==> src/rtl/mem_access_unit_pkg.sv <==
// Shared encodings for the memory-access stage: memOp funct3, write-back select, FSM states.
// The captured-instruction struct keeps every field the stage holds for one instruction.
package mem_access_unit_pkg;

  localparam logic [2:0] MEM_B  = 3'b000;
  localparam logic [2:0] MEM_H  = 3'b001;
  localparam logic [2:0] MEM_W  = 3'b010;
  localparam logic [2:0] MEM_BU = 3'b100;
  localparam logic [2:0] MEM_HU = 3'b101;

  localparam logic [1:0] WB_MEM = 2'b00;
  localparam logic [1:0] WB_ALU = 2'b01;
  localparam logic [1:0] WB_PC  = 2'b10;
  localparam logic [1:0] WB_CSR = 2'b11;

  typedef enum logic [1:0] {
    ST_IDLE,
    ST_REQ,
    ST_RESP,
    ST_DONE
  } state_t;

  typedef struct packed {
    logic        ren;
    logic        wen;
    logic [2:0]  op;
    logic [31:0] addr;
    logic [31:0] sdata;
    logic [1:0]  wbsel;
    logic [31:0] snpc;
    logic [31:0] csr;
  } inst_t;

  // Undefined encodings fall into the word case, including its alignment rule.
  function automatic logic misaligned(input logic [2:0] op, input logic [1:0] off);
    logic mis;
    case (op)
      MEM_B, MEM_BU: mis = 1'b0;
      MEM_H, MEM_HU: mis = off[0];
      default:       mis = (off != 2'b00);
    endcase
    return mis;
  endfunction

endpackage

==> src/rtl/mem_align.sv <==
// Combinational load extract/extend and store strobe/lane replication; zero latency.
// No handshake: outputs follow inputs directly.
module mem_align
  import mem_access_unit_pkg::*;
(
  input  logic [2:0]  op,
  input  logic [1:0]  off,
  input  logic [31:0] rdata,
  input  logic [31:0] sdata,
  output logic [31:0] load_data,
  output logic [3:0]  wstrb,
  output logic [31:0] wdata
);

  logic [31:0] shifted;

  always_comb begin
    shifted   = rdata >> {off, 3'b000};
    load_data = shifted;
    wstrb     = 4'b1111;
    wdata     = sdata;
    case (op)
      MEM_B: begin
        load_data = {{24{shifted[7]}}, shifted[7:0]};
        wstrb     = 4'b0001 << off;
        wdata     = {4{sdata[7:0]}};
      end
      MEM_BU: begin
        load_data = {24'h0, shifted[7:0]};
        wstrb     = 4'b0001 << off;
        wdata     = {4{sdata[7:0]}};
      end
      MEM_H: begin
        load_data = {{16{shifted[15]}}, shifted[15:0]};
        wstrb     = 4'b0011 << off;
        wdata     = {2{sdata[15:0]}};
      end
      MEM_HU: begin
        load_data = {16'h0, shifted[15:0]};
        wstrb     = 4'b0011 << off;
        wdata     = {2{sdata[15:0]}};
      end
      default: ;
    endcase
  end

endmodule

==> src/rtl/mem_access_unit.sv <==
// Memory-access stage: one instruction in flight; 1 cycle accept-to-valid without memory, 3 with a zero-wait bus.
// mfu_ready only in IDLE; request held until mem_req_ready; result held until wbu_ready.
module mem_access_unit
  import mem_access_unit_pkg::*;
#(
  parameter int XLEN         = 32,
  parameter int RESP_TIMEOUT = 255
) (
  input  logic            clk,
  input  logic            rst,
  input  logic            exu_valid,
  output logic            mfu_ready,
  input  logic            memRen,
  input  logic            memWen,
  input  logic [2:0]      memOp,
  input  logic [XLEN-1:0] aluOut,
  input  logic [XLEN-1:0] storeData,
  input  logic [1:0]      WBSel_in,
  input  logic [XLEN-1:0] snpc_in,
  input  logic [XLEN-1:0] csrReadData_in,
  output logic            mfu_valid,
  input  logic            wbu_ready,
  output logic [1:0]      WBSel,
  output logic [XLEN-1:0] aluOut_q,
  output logic [XLEN-1:0] snpc,
  output logic [XLEN-1:0] csrReadData,
  output logic [XLEN-1:0] memDataR,
  output logic            err,
  output logic            mem_req_valid,
  input  logic            mem_req_ready,
  output logic            mem_req_wen,
  output logic [XLEN-1:0] mem_req_addr,
  output logic [XLEN-1:0] mem_req_wdata,
  output logic [3:0]      mem_req_wstrb,
  input  logic            mem_resp_valid,
  output logic            mem_resp_ready,
  input  logic [XLEN-1:0] mem_resp_rdata
);

  localparam int CNT_W = (RESP_TIMEOUT > 1) ? $clog2(RESP_TIMEOUT) : 1;
  localparam logic [CNT_W-1:0] CNT_LAST = CNT_W'((RESP_TIMEOUT > 0) ? RESP_TIMEOUT - 1 : 0);

  state_t            state_q, state_d;
  inst_t             inst_q, inst_d;
  logic [31:0]       mem_data_q, mem_data_d;
  logic              err_q, err_d;
  logic [CNT_W-1:0]  cnt_q, cnt_d;

  logic [31:0] load_data;
  logic [3:0]  strb;
  logic [31:0] lane_data;

  mem_align u_align (
    .op        (inst_q.op),
    .off       (inst_q.addr[1:0]),
    .rdata     (mem_resp_rdata),
    .sdata     (inst_q.sdata),
    .load_data (load_data),
    .wstrb     (strb),
    .wdata     (lane_data)
  );

  always_comb begin
    state_d    = state_q;
    inst_d     = inst_q;
    mem_data_d = mem_data_q;
    err_d      = err_q;
    cnt_d      = cnt_q;
    case (state_q)
      ST_IDLE: begin
        if (exu_valid) begin
          // A store with the read flag also set is treated purely as a store.
          inst_d     = '{ren: memRen & ~memWen, wen: memWen, op: memOp, addr: aluOut,
                         sdata: storeData, wbsel: WBSel_in, snpc: snpc_in, csr: csrReadData_in};
          mem_data_d = '0;
          err_d      = 1'b0;
          cnt_d      = '0;
          if (!(memRen || memWen)) begin
            state_d = ST_DONE;
          end else if (misaligned(memOp, aluOut[1:0])) begin
            err_d   = 1'b1;
            state_d = ST_DONE;
          end else begin
            state_d = ST_REQ;
          end
        end
      end
      ST_REQ: begin
        if (mem_req_ready) begin
          cnt_d   = '0;
          state_d = ST_RESP;
        end
      end
      ST_RESP: begin
        if (mem_resp_valid) begin
          mem_data_d = inst_q.ren ? load_data : 32'h0;
          state_d    = ST_DONE;
        end else if (RESP_TIMEOUT != 0 && cnt_q == CNT_LAST) begin
          err_d   = 1'b1;
          state_d = ST_DONE;
        end else begin
          cnt_d = cnt_q + 1'b1;
        end
      end
      ST_DONE: begin
        if (wbu_ready) state_d = ST_IDLE;
      end
      default: state_d = ST_IDLE;
    endcase
  end

  always_ff @(posedge clk) begin
    if (rst) begin
      state_q    <= ST_IDLE;
      inst_q     <= '0;
      mem_data_q <= '0;
      err_q      <= 1'b0;
      cnt_q      <= '0;
    end else begin
      state_q    <= state_d;
      inst_q     <= inst_d;
      mem_data_q <= mem_data_d;
      err_q      <= err_d;
      cnt_q      <= cnt_d;
    end
  end

  assign mfu_ready      = (state_q == ST_IDLE);
  assign mfu_valid      = (state_q == ST_DONE);
  assign mem_req_valid  = (state_q == ST_REQ);
  assign mem_resp_ready = (state_q == ST_RESP);

  // Lane data and strobes are only meaningful for writes; reads present zeros.
  assign mem_req_wen   = inst_q.wen;
  assign mem_req_addr  = {inst_q.addr[31:2], 2'b00};
  assign mem_req_wstrb = inst_q.wen ? strb : 4'b0000;
  assign mem_req_wdata = inst_q.wen ? lane_data : 32'h0;

  assign WBSel       = inst_q.wbsel;
  assign aluOut_q    = inst_q.addr;
  assign snpc        = inst_q.snpc;
  assign csrReadData = inst_q.csr;
  assign memDataR    = mem_data_q;
  assign err         = err_q;

endmodule

==> config.mk <==
export PLATFORM = sky130hd
export DESIGN_NAME = mem_access_unit
export DESIGN_NICKNAME = d
export VERILOG_FILES = /design/src/rtl/mem_access_unit_pkg.sv /design/src/rtl/mem_align.sv /design/src/rtl/mem_access_unit.sv
export SDC_FILE = /design/constraint.sdc
export NUM_CORES = 1
export LEC_CHECK = 0
export BUFFER_PORTS_ARGS = -buffer_cell sky130_fd_sc_hd__buf_2
export CAP_MARGIN = 5
export CORE_MARGIN = 4
export CORE_UTILIZATION = 35
export CTS_CLUSTER_SIZE = 20
export DETAILED_ROUTE_END_ITERATION = 10
export SLEW_MARGIN = 0
export SYNTH_ARGS = -nofsm -noshare
export SYNTH_HDL_FRONTEND = slang
export SYNTH_HIERARCHICAL = 1
export SYNTH_SLANG_ARGS = --single-unit
==> constraint.sdc <==
create_clock -name clk -period 1.75 [get_ports clk]
set_input_delay 0.0875 -clock clk [delete_from_list [all_inputs] [get_ports clk]]
set_output_delay 0.0875 -clock clk [all_outputs]
set_load 0.05 [all_outputs]
**Word level (Yosys, flattened, before mapping)**

Index checks and enable logic that the tools add are counted.

- Word-level logic and storage cells: 84
- Flip-flop bits (word level): 178
- Output and inout bits: 204
- Bits of input ports: 173

- Add/subtract/negate cells: 1
- Shift operators: 3
- Equal/unequal tests: 18
- Multiplexer cells: 32
- Reduce and logical (&&, ||, !) cells: 16
- Bitwise operators: 2

Operators by type and width:

| cell | number |
|---|---|
| 32-bit 2-to-1 mux | 4 |
| 32-bit one-hot mux with 2 select lines | 2 |
| 32-bit one-hot mux with 4 select lines | 1 |
| 8-bit 2-to-1 mux | 4 |
| 32-bit by 5-bit >> shifter with 32-bit output | 1 |
| 8-bit one-hot mux with 3 select lines | 1 |
| 2-bit 2-to-1 mux | 7 |
| 3-bit == test, second input constant | 4 |
| 8-bit by 1-bit adder with 8-bit output, second input constant | 1 |
| 8-bit == test, second input constant | 1 |
| 1-bit 2-to-1 mux | 8 |
| 2-bit inequality test, second input constant | 4 |
| 2-bit one-hot mux with 4 select lines | 1 |
| 4-bit one-hot mux with 2 select lines | 1 |
| 4-bit AND reduction | 2 |
| 2-bit OR reduction | 4 |
| 3-bit by 1-bit == test with 1-bit output, second input constant | 2 |
| 3-bit zero test | 2 |
| 2-bit by 1-bit inequality test with 1-bit output, second input constant | 3 |
| 5-bit AND reduction | 1 |
| 2-bit == test, second input constant | 2 |
| 4-bit 2-to-1 mux | 1 |
| 1-bit one-hot mux with 2 select lines | 2 |
| 2-bit nonzero test | 2 |
| 11 further kinds | 11 |

**Depth between registers and ports, before layout**

- Word-level depth: 10
- Gate-level depth with buffers: 8
- Gate-level depth less buffers: 6

**Cells and area by module**

The synthesis kept the hierarchy.

By module, submodules not included:

| module | area an instance (um2) | cells each | seq. area each (um2) | times used |
|---|---|---|---|---|
| mem_access_unit | 7731.2 | 985 | 3563.4 | 1 |
| mem_align | 1335.0 | 182 | 0.0 | 1 |

**Worst setup path after synthesis**

No wires, ideal clock.

- Path type: flip-flop to flip-flop
- Start: reg state_q[0]
- End: reg mem_data_q[1] (netlist: memDataR[1])
- Buffers on the path: 2
- Setup time: 0.132 ns
- Stages on the path, launching flop included: 9
- Clock period less this slack: 2.018 ns
- Arrival: 1.886 ns
- Data required time: 1.618 ns
- Setup slack: -0.268 ns
- Path through: dfxtp_1 -> inv_1 -> ha_1 -> nor2_1 -> or3_1 -> buf_2 -> buf_6 -> nand2_1 -> a21oi_1

- Cells in the longest elaborated chain, start to end: 3
- Elaborated cells on any way between the ends: 7
- Those cells by class: eq/ne: 3; mux: 1; reduce/logical: 3

RTL lines:

| what | line | source |
|---|---|---|
| start, declared | mem_access_unit.sv:43 | `state_t state_q, state_d;` |
| start signal, assigned | mem_access_unit.sv:120 | `state_q <= state_d;` |
| 2-bit == test (*) | -- |  |
| named net mem_resp_ready | mem_access_unit.sv:36 | `output logic mem_resp_ready,` |
| 2-bit inequality test (no source line) / 2-bit nonzero test (equally long branches) | -- |  |
| 3-bit AND reduction (no source line) | -- |  |
| end signal, assigned | mem_access_unit.sv:122 | `mem_data_q <= mem_data_d;` |
| end, declared | mem_access_unit.sv:45 | `logic [31:0] mem_data_q, mem_data_d;` |

Mark *: on every way through the listed nets, which the timed path passes. The rest lies on a longest branch.
A chain may end at the register's enable or synchronous reset.

**Final worst setup path**

- Start: reg inst_q[130] in the netlist's numbering
- End: out mem_req_wdata[9]

- Cells in the longest elaborated chain, start to end: 4
- Elaborated cells on any way between the ends: 8
- Those cells by class: eq/ne: 3; mux: 2; reduce/logical: 3

RTL lines:

| what | line | source |
|---|---|---|
| start, declared | mem_access_unit.sv:44 | `inst_t inst_q, inst_d;` |
| start signal, assigned | mem_access_unit.sv:121 | `inst_q <= inst_d;` |
| 3-bit by 1-bit == test with 1-bit output (tied with other cells) | mem_align.sv:22 | `case (op)` |
| 2-bit OR reduction (no source line) | -- |  |
| 32-bit one-hot mux with 2 select lines (*) | mem_align.sv:22 |  |
| named net lane_data[9] | mem_access_unit.sv:51 | `logic [31:0] lane_data;` |
| 32-bit 2-to-1 mux (*) | mem_access_unit.sv:137 | `assign mem_req_wdata = inst_q.wen ? lane_data : 32'h0;` |
| end, declared | mem_access_unit.sv:33 | `output logic [XLEN-1:0] mem_req_wdata,` |

Marked as above.

==> impl_results.md <==
- Outcome: complete, but fails checks
- Failing checks: setup timing
- Grt ovf: 0
- Overall power: 0.0172 W
- CTS clk-pin slew, worst paths: 80 ps
- CTS Buf Count: 17
- Multi-input gate area: 4450 sq um
- Critical path startpoint category: flip-flop
- Antenna Cells: 0
- Via count: 9,029
- Drt first-iter violations: 601
- Via/cell ratio: 4.83
- Seq/Total Area, Yosys: 0.393
- RSZ-0062 raised after global routing: yes
- Proportion of layout cells with a drive suffix above 1: 0.380
- ANT nets after route: 0
- Core box area: 25,300 sq um
- Routed WL per cell: 16.3 microns
- Final #Nets: 1,707
- Worst EP required: 1660 ps
- Worst slew margin: 0.579
- Yosys warning count: 6
- Min-Delay Path Class: in2reg
- CTS max path bufs: 2
- Wire length of the first global-routing pass: 46.5 mm
- Pwr/cell area: 1300 nW/um^2
- CP max stage cell: dfxtp_4
- Die area: 28,500 sq um
- Initial antenna violation count: 0
- Period utilization: 1.02
- Leakage power: 5.91 nW
- Clock root buffer: clkbuf_16
- DRT Pass-1 Iters: 5
- Hpwl dp: 19.9 mm
- Ys async rst share: 0
- Synth Register Bits: 178
- Total track usage: 0.199
- Period minus WS final: 1790 ps
- Final RePlAce weighted congestion: 0.814
- Site row count: 58
- IO Port Bufs: 374
- Htree depth: 4
- Pins Over Slew Limit: 0
- Pin count of the biggest net entering global routing: 88
- Storage element area: 3590 sq um
- CP Capture Type: output port
- Sink Count: 178
- Synthesized area: 9070 sq um
- Chip Width: 169 microns
- Initial Util: 0.358
- Crit path kind: reg2out
- Setup Skew: 21.7 ps
- Max FO, Critical Path: 8
- Chip height: 169 microns
- Worst hold margin: 29.7 ps
- Mapped Cells: 1,167
- Detailed Route WL: 30.5 mm
- Max-cap viol count: 0
- Setup tns final: -263 ps
- Fmax: 559 MHz
- Clock latency on the worst-skew pair: 430 ps
- EDFF count, synth: 0
- Mapped Avg Cell Area: 7.77 sq um
- DRC errors left: 0
- Final Setup Violations: 8
- Ports: 377
- Vias in the first global route: 8,735
- Top FF cell, synth: dfxtp_1
- Fin. Hold Viols: 0
- Cells along the critical path: nor2_4 > buf_12 > mux2_4 > and2_4 > buf_8
- Synthesis-to-layout area growth: 45.6%
- Fill cell count: 2,348
- Worst path max stage delay: 370 ps
- CTS tree: built
- Crit path setup slack, layout: -37.6 ps
- Distinct cells, synth: 57
- VDD IR max: 0.797 mV
- Worst EP arrival: 1700 ps
- Slew at the pin closest to its max-slew limit: 630 ps
-- placed cells by master (no fill, tap or decap), types with 5 or more instances in the layout --
master and n:
buf_2 345, nand2_1 309, dfxtp_1 172, a21oi_1 168
dlygate4sd3_1 134, buf_4 37, nand3_1 36, mux2i_1 21
o21ai_0 20, and2_1 19, and2_4 19, clkbuf_16 19
buf_12 19, mux2_2 18, nand2_4 17, o211ai_1 16
a21oi_2 15, nor2_1 12, buf_8 12, buf_6 12
nand2_2 11, mux2_4 10, or2_0 7, dfxtp_4 6
inv_6 5
-- logic make-up after synthesis --
group / share of synthesized area
xor gates and xnor gates: 0.000966
other: 0.000414
adders and majority gates: 0.00828
buffers and inverters: 0.161
muxes: 0.0610
AOI/OAI and AO/OA: 0.153
DFF: 0.393
and+or+nand+nor: 0.222
-- metrics by stage --
| step | instances | util | setup slack [ps] | area, sq um |
|---|---|---|---|---|
| 2_1_floorplan | 1168 | - | 43.3 | 9110 |
| 3_3_place_gp | 1684 | 0.410 | 72.2 | 10400 |
| 5_1_grt | 1871 | 0.521 | -98.4 | 13200 |
| 6_report | 1871 | 0.521 | -37.6 | 13200 |
| 3_5_place_dp | 1684 | 0.410 | 30.7 | 10400 |
| 4_1_cts | 1860 | 0.502 | -60.4 | 12700 |
-- registers in the layout, summed over array words and instances, names as in the netlist --
register	count
inst_q	36
aluOut_q	32
csrReadData	32
memDataR	32
snpc	32
cnt_q	8
WBSel	2
state_q	2
err	1
mem_req_wen	1
-- critical path: cells and delay by family (launching register included) --
kind / cells / cell delay [ps]
mux: 1 / 300
flops: 1 / 370
simple gates: 2 / 300
buf+inv: 2 / 290
-- what timing repair did --
action,4_1_cts,5_1_grt
buffers inserted,11,8
resized for setup,86,99
endpoints found under the hold margin,134,0
endpoints found under the setup margin,29,67
hold buffers,134,0
pin swaps,1,19
gates cloned,0,3
-- where the power goes --
group          leakage, nW  internal (W)  switching [W]
clock                0.306       0.00222        0.00186
sequential            1.46       0.00465       0.000418
combinational         4.15       0.00273        0.00530
total                 5.91       0.00961        0.00758
-- metal layers --
layer,vias to the layer above,share of wire,wire length [microns],track usage
li1,4444,-,-,-
met1,4184,0.41,12600,0.245
met2,367,0.48,14800,0.344
met3,34,0.085,2580,0.0535
met4,0,0.020,613,0.0540
met5,-,0,0,0
-- area by class of cell --
cell class	count	area share
tap	330	0.0313
clock inverter	14	0.0140
sequential	178	0.272
inverter	5	0.00161
timing repair buffer	562	0.311
clock buffer	18	0.0333
multi-input combinational	764	0.337
-- final timing paths --
check                       start          endpoint  slack, ps  depth (start not counted)
hold / removal             memRen               err         30                          3
hold reg to reg   csrReadData[19]   csrReadData[19]        450                          2
setup reg to reg       state_q[0]      memDataR[14]         20                          7
setup / recovery      inst_q[130]  mem_req_wdata[9]        -40                          5
-- synthesized netlist by cell type, types with 3 or more instances --
library cell / number / area [sq um]
and2_1: 37 / 231
nor2b_1: 4 / 25.0
ha_1: 6 / 75.1
clkbuf_1: 38 / 143
or2_0: 7 / 43.8
dfxtp_1: 178 / 3560
buf_6: 8 / 90.1
nor2_1: 12 / 45.0
a21oi_1: 183 / 916
mux2_2: 26 / 293
buf_1: 9 / 33.8
nand3_1: 36 / 180
inv_1: 5 / 18.8
buf_4: 138 / 1040
o211ai_1: 16 / 120
mux2i_1: 23 / 230
o21ai_0: 23 / 115
buf_2: 28 / 140
nand2_1: 337 / 1260
nor3_1: 3 / 15.0
(Power assumes the default switching activity.)
